`src/rtl/fifo_rd_pkg.sv`:
```
// Shared types, defaults and pointer-coding helpers for the async FIFO read side.
// Build option: define FIFO_RD_FWFT_EN for first-word-fall-through reads.
package fifo_rd_pkg;

  localparam int DEF_DATA_WIDTH = 32;
  localparam int DEF_ADDR_WIDTH = 5;

  // Widest pointer the helpers handle; narrower pointers are zero-extended in.
  localparam int MAX_PW = 32;

  typedef enum logic {
    RD_STD  = 1'b0,
    RD_FWFT = 1'b1
  } rd_mode_e;

`ifdef FIFO_RD_FWFT_EN
  localparam rd_mode_e RD_MODE = RD_FWFT;
`else
  localparam rd_mode_e RD_MODE = RD_STD;
`endif

  function automatic logic [MAX_PW-1:0] bin2gray(input logic [MAX_PW-1:0] bin);
    return bin ^ (bin >> 1);
  endfunction

  // Leading zeros from zero-extension decode to zeros, so any PW <= MAX_PW works.
  function automatic logic [MAX_PW-1:0] gray2bin(input logic [MAX_PW-1:0] gray);
    logic [MAX_PW-1:0] bin;
    bin[MAX_PW-1] = gray[MAX_PW-1];
    for (int i = MAX_PW - 2; i >= 0; i--) begin
      bin[i] = bin[i+1] ^ gray[i];
    end
    return bin;
  endfunction

endpackage

```
`src/rtl/fifo_rd_status.sv`:
```
// Registered read-side status: level, empty/almost-empty flags, underflow pulse
// and successful-read counter, all derived from the next read pointer.
module fifo_rd_status
  import fifo_rd_pkg::*;
#(
  parameter int ADDR_WIDTH = DEF_ADDR_WIDTH,
  localparam int PW = ADDR_WIDTH + 1
) (
  input  logic                  i_clk,
  input  logic                  i_rst,
  input  logic [PW-1:0]         i_wbin,
  input  logic [PW-1:0]         i_rbin_n,
  input  logic                  i_held,
  input  logic                  i_count_inc,
  input  logic                  i_underflow,
  input  logic [ADDR_WIDTH-1:0] i_aempty_value,
  output logic [PW-1:0]         o_rd_level,
  output logic                  o_rdempty,
  output logic                  o_rd_almost_empty,
  output logic                  o_underflow,
  output logic [PW-1:0]         o_read_count
);

  logic [PW-1:0] w_level_n;
  logic [PW-1:0] w_aempty_ext;

  logic [PW-1:0] r_rd_level;
  logic          r_rdempty;
  logic          r_rd_almost_empty;
  logic          r_underflow;
  logic [PW-1:0] r_read_count;

  // i_held adds a word already pulled out of the array but not yet consumed.
  assign w_level_n    = i_wbin - i_rbin_n + PW'(i_held);
  assign w_aempty_ext = {1'b0, i_aempty_value};

  always_ff @(posedge i_clk) begin
    if (i_rst) begin
      r_rd_level        <= '0;
      r_rdempty         <= 1'b1;
      r_rd_almost_empty <= 1'b1;
      r_underflow       <= 1'b0;
      r_read_count      <= '0;
    end else begin
      r_rd_level        <= w_level_n;
      r_rdempty         <= (w_level_n == '0);
      r_rd_almost_empty <= (w_level_n <= w_aempty_ext);
      r_underflow       <= i_underflow;
      if (i_count_inc) begin
        r_read_count <= r_read_count + 1'b1;
      end
    end
  end

  assign o_rd_level        = r_rd_level;
  assign o_rdempty         = r_rdempty;
  assign o_rd_almost_empty = r_rd_almost_empty;
  assign o_underflow       = r_underflow;
  assign o_read_count      = r_read_count;

endmodule

```
`src/rtl/fifo_rd_ctrl.sv`:
```
// Async FIFO read-domain controller: read pointer, array read port, output register.
// Build option: FIFO_RD_FWFT_EN selects first-word-fall-through presentation.
module fifo_rd_ctrl
  import fifo_rd_pkg::*;
#(
  parameter int DATA_WIDTH = DEF_DATA_WIDTH,
  parameter int ADDR_WIDTH = DEF_ADDR_WIDTH,
  localparam int PW = ADDR_WIDTH + 1
) (
  input  logic                  rclk,
  input  logic                  sw_rst,
  input  logic                  read_enable,
  input  logic [ADDR_WIDTH-1:0] aempty_value,
  input  logic [PW-1:0]         wptr_gray_sync,
  input  logic [DATA_WIDTH-1:0] mem_rdata,
  output logic [ADDR_WIDTH-1:0] mem_raddr,
  output logic                  mem_ren,
  output logic [PW-1:0]         rptr_gray,
  output logic [DATA_WIDTH-1:0] read_data,
  output logic                  rdata_valid,
  output logic                  rdempty,
  output logic                  rd_almost_empty,
  output logic                  underflow,
  output logic [PW-1:0]         fifo_read_count,
  output logic [PW-1:0]         rd_level
);

  logic [MAX_PW-1:0]     w_wbin_full;
  logic [MAX_PW-1:0]     w_rgray_full;
  logic                  w_unused_ext;
  logic [PW-1:0]         w_wbin;
  logic [PW-1:0]         w_rbin_n;
  logic                  w_avail;
  logic                  w_advance;
  logic                  w_valid_n;
  logic                  w_count_inc;
  logic                  w_underflow;
  logic                  w_held;

  logic [PW-1:0]         r_rbin;
  logic [PW-1:0]         r_rptr_gray;
  logic [DATA_WIDTH-1:0] r_read_data;
  logic                  r_rdata_valid;

  assign w_wbin_full  = gray2bin(MAX_PW'(wptr_gray_sync));
  assign w_wbin       = w_wbin_full[PW-1:0];
  assign w_rgray_full = bin2gray(MAX_PW'(w_rbin_n));
  // Upper helper bits are always zero; fold them away so they count as consumed.
  assign w_unused_ext = ^{w_wbin_full, w_rgray_full};

  assign w_avail = (w_wbin != r_rbin);

`ifdef FIFO_RD_FWFT_EN
  logic w_pop;

  // The output register refills whenever it is empty or being popped this cycle.
  assign w_pop       = read_enable & r_rdata_valid;
  assign w_advance   = (!r_rdata_valid | w_pop) & w_avail;
  assign w_valid_n   = w_advance | (r_rdata_valid & !w_pop);
  assign w_count_inc = w_pop;
  assign w_underflow = read_enable & !r_rdata_valid;
  assign w_held      = w_valid_n;
`else
  assign w_advance   = read_enable & w_avail;
  assign w_valid_n   = w_advance;
  assign w_count_inc = w_advance;
  assign w_underflow = read_enable & !w_avail;
  assign w_held      = 1'b0;
`endif

  assign w_rbin_n  = r_rbin + PW'(w_advance);
  assign mem_raddr = r_rbin[ADDR_WIDTH-1:0];
  assign mem_ren   = w_advance;

  always_ff @(posedge rclk) begin
    if (sw_rst) begin
      r_rbin        <= '0;
      r_rptr_gray   <= '0;
      r_read_data   <= '0;
      r_rdata_valid <= 1'b0;
    end else begin
      r_rbin        <= w_rbin_n;
      r_rptr_gray   <= w_rgray_full[PW-1:0];
      r_rdata_valid <= w_valid_n;
      if (w_advance) begin
        r_read_data <= mem_rdata;
      end
    end
  end

  fifo_rd_status #(
    .ADDR_WIDTH (ADDR_WIDTH)
  ) u_status (
    .i_clk             (rclk),
    .i_rst             (sw_rst),
    .i_wbin            (w_wbin),
    .i_rbin_n          (w_rbin_n),
    .i_held            (w_held),
    .i_count_inc       (w_count_inc),
    .i_underflow       (w_underflow),
    .i_aempty_value    (aempty_value),
    .o_rd_level        (rd_level),
    .o_rdempty         (rdempty),
    .o_rd_almost_empty (rd_almost_empty),
    .o_underflow       (underflow),
    .o_read_count      (fifo_read_count)
  );

  assign rptr_gray   = r_rptr_gray;
  assign read_data   = r_read_data;
  assign rdata_valid = r_rdata_valid;

endmodule

```
`config.mk`:
```
export PLATFORM = sky130hd
export DESIGN_NAME = fifo_rd_ctrl
export DESIGN_NICKNAME = d
export VERILOG_FILES = /design/src/rtl/fifo_rd_pkg.sv /design/src/rtl/fifo_rd_status.sv /design/src/rtl/fifo_rd_ctrl.sv
export SDC_FILE = /design/constraint.sdc
export NUM_CORES = 1
export LEC_CHECK = 0
export CORE_MARGIN = 2
export CORE_UTILIZATION = 45
export CTS_CLUSTER_DIAMETER = 30
export DETAILED_ROUTE_END_ITERATION = 6
export PLACE_DENSITY_LB_ADDON = 0.2
export SLEW_MARGIN = 20
export SYNTH_ARGS = -nofsm -noshare
export SYNTH_HDL_FRONTEND = slang
export SYNTH_SLANG_ARGS = --single-unit
```
`constraint.sdc`:
```
create_clock -name rclk -period 7.6 [get_ports rclk]
set_clock_uncertainty 0.1 [all_clocks]
set_input_delay 0.76 -clock rclk [delete_from_list [all_inputs] [get_ports rclk]]
set_output_delay 0.76 -clock rclk [all_outputs]
set_load 0.02 [all_outputs]
```
==> impl_metrics.py <==
metrics = {
    "logic_synthesis": {
        "ys_seq_area_frac": 0.453,
        "synthAdderAreaFrac": 0.0701,
        "synth_compound_area_frac": 0.0648,
        "synthMuxAreaShare": 0.134,
        "synthXorXnorAreaFrac": 0.0830,
        "syn_area_per_cell_um2": 9.84,
        "synth_fp_nets": 325,
        "syn-instance-count": 265,
        "synth_area_leaders": "dfxtp_1 45%, mux2i_1 13%, nor2_1 7.9%, ha_1 6.2%, xnor2_1 4.7%",
        "synth_area_um2": 2610,
        "synth_top_family_by_area": "simple AND/OR/NAND/NOR gates",
        "synth_top_area_share": 0.453,
        "synth_cell_type_count": 39,
        "yosysWarningCount": 0,
        "synth-seq-cells": 59,
        "synth.largest_area_cell": "dfxtp_1",
        "yosys.area_share.simple": 0.141,
    },
    "cts": {
        "cts_htree_levels": 3,
        "clk_pin_slew_ns": 0.07,
        "cts_hold_buf": 0,
        "clockBufferDepth": 2,
        "root_buffer": "clkbuf_8",
        "cts_tree": "done",
        "numCtsBuffers": 9,
        "clk-insertion-delay-late_ns": 0.33,
        "post_cts_buffers": 0,
        "cts.sinks": 59,
        "cts_resized": 0,
    },
    "floorplan": {
        "rows": 27,
        "fp.coreArea_um2": 5540,
        "dieArea_um2": 6420,
        "start_util": 0.471,
        "dieWidth_um": 80.1,
        "io_pins": 106,
        "die_y_um": 80.1,
    },
    "route": {
        "viasPerCell": 4.84,
        "drt_iter0_markers": 83,
        "wl_per_cell_um": 13.2,
        "drc": 0,
        "vias": 2164,
        "ant_nets": 0,
        "firstDrtPassIters": 4,
        "wirelength_um": 5900,
    },
    "sta": {
        "period_share": 0.647,
        "final-max-slew-violation-count": 0,
        "final-hold-violation-count": 0,
        "worst_pin_slew_ns": 1.01,
        "whs_ns": 0.394,
        "fmax_mhz": 203,
        "rsz0062_at_grt": "no",
        "setup_tns_ns": 0,
        "period_needed_ns": 4.92,
        "relSlewSlack": 0.325,
        "finalSetupViolCount": 0,
    },
    "final_layout": {
        "antenna_cells": 0,
        "final_cell_mix": "104 x clkdlybuf4s50_1, 59 x dfxtp_1, 55 x nor2_1",
        "seqCellArea_um2": 1180,
        "syn_to_final_growth_pct": 48.8,
        "drive_gt1_frac": 0.0560,
        "multi_input_area_um2": 1300,
        "final_common_cell": "clkdlybuf4s50_1",
        "finalNetCount": 431,
        "nFillCells": 423,
    },
    "critical_path": {
        "cp-end-kind": "register",
        "cp-start-kind": "primary input",
        "cp.required_ns": 7.72,
        "critPathArrivalTime_ns": 5.04,
        "critPathKind": "in -> reg",
        "critical_path.max_fanout": 6,
    },
    "power_and_ir_drop": {
        "p_leak_nw": 1.66,
        "power_frac_seq": 0.394,
        "comb_power_share": 0.279,
        "power.switching_uw": 251,
        "max-vdd-ir-drop_mv": 0.157,
        "power.share.switching": 0.286,
        "intPower_uw": 626,
        "power_density_nw_per_um2": 226,
        "p_clk_frac": 0.327,
    },
    "grt": {
        "grt_pass1_vias": 2105,
        "grt_pass1_wl_um": 9500,
        "antenna_found_initial": 0,
        "grt_use_total": 0.193,
        "grt_max_degree": 60,
        "global_route.overflow_total": 0,
    },
    "placement": {
        "portBuffers": 105,
        "gp_congestion": 0.903,
        "hpwl_um": 4290,
    },
    "status": {
        "status": "complete, no violations",
    },
    "min_path": {
        "hp-class": "reg -> reg",
    },
    "run": {
        "max_cap_violations": 0,
    },
}
## state kept, by name, summed over array words and instances, names as in the netlist
name	count
read_data	32
r_rbin	6
u_status.o_underflow	1
u_status.o_rdempty	1
u_status.o_rd_almost_empty	1
u_status.o_read_count	6
rptr_gray	5
rdata_valid	1
u_status.o_rd_level	6
## power groups by stage
| stage | logic [mW] | clock network (mW) | registers (mW) |
|---|---|---|---|
| after floorplan | 0.120 | 0 | 0.384 |
| after global placement | 0.242 | 0 | 0.352 |
| after detailed placement | 0.247 | 0 | 0.353 |
| after CTS | 0.248 | 0.297 | 0.346 |
| after global routing | 0.273 | 0.310 | 0.348 |
| final | 0.245 | 0.286 | 0.346 |
## worst paths after layout
| path | from | endpoint | slack (ns) | cells after the start |
|---|---|---|---|---|
| worst max-delay path | wptr_gray_sync[5] | u_status.o_rd_almost_empty | 2.68 | 18 |
| worst min-delay path | read_data[22] | read_data[22] | 0.39 | 2 |
| worst max register to register | r_rbin[5] | u_status.o_rd_almost_empty | 3.35 | 17 |
| worst min register to register | read_data[22] | read_data[22] | 0.39 | 2 |
## critical path, stage by stage
cell and delay [ns]:
clkdlybuf4s50_1 0.53, or3b_1 0.42, a211oi_1 0.30, o21ai_0 0.22, o221ai_4 0.23, inv_2 0.07, ha_1 0.20, ha_1 0.22
xnor2_1 0.39, ha_1 0.35, a21o_1 0.19, a21oi_1 0.17, xor2_1 0.25, inv_1 0.07, ha_1 0.30, o21a_1 0.13
o22ai_1 0.07, a21o_1 0.17
## cell usage after synthesis
cell	instances
a211oi_1	1
a21o_1	3
a21oi_1	5
a31oi_1	1
a41o_1	1
and2_1	1
and3_1	2
and3b_1	1
buf_1	1
buf_12	2
buf_4	1
buf_6	1
clkbuf_1	6
dfxtp_1	59
fa_1	1
ha_1	13
inv_1	14
inv_2	1
mux2i_1	35
nand2_1	6
nand2b_1	1
nand3_1	4
nand3b_1	1
nand4_1	1
nor2_1	55
nor2b_1	5
nor3_1	1
o211a_1	1
o211ai_1	1
o21a_1	3
o21ai_0	3
o21ai_1	3
o221ai_2	1
o22ai_1	2
or3_1	4
or3b_1	1
xnor2_1	14
xnor2_2	2
xor2_1	7
## final cells by class
class,instances,share of cell area
clock inverters,4,0.0129
well taps,72,0.0232
flip-flops and latches,59,0.305
inverters,15,0.0145
multi-input cells,180,0.334
clock buffers,11,0.0390
repair buffers,106,0.272
## kinds of logic after synthesis
group / Yosys count
flops: 59
fa+ha+maj: 14
compound gates: 25
simple gates: 83
mux: 35
buf+inv: 26
xor+xnor: 23
## stage by stage
stage / area (um2) / total power [mW] / utilization / worst slack [ns] / cells
6_report: 3880 / 0.877 / 0.700 / 2.68 / 447
3_5_place_dp: 3680 / 0.600 / 0.664 / 2.36 / 432
4_1_cts: 3880 / 0.891 / 0.700 / 2.69 / 447
5_1_grt: 3880 / 0.931 / 0.700 / 2.32 / 447
3_3_place_gp: 3680 / 0.594 / 0.664 / 2.56 / 432
2_1_floorplan: 2610 / 0.503 / - / 2.94 / 265
## metal layers
metal	vias to the layer above	GRT usage	part of all wire
li1	1091	-	-
met5	-	0	0
met4	0	0.100	0.023
met1	996	0.235	0.44
met3	11	0.0629	0.061
met2	66	0.305	0.48
Note: power is estimated with default switching activity, not from simulation.
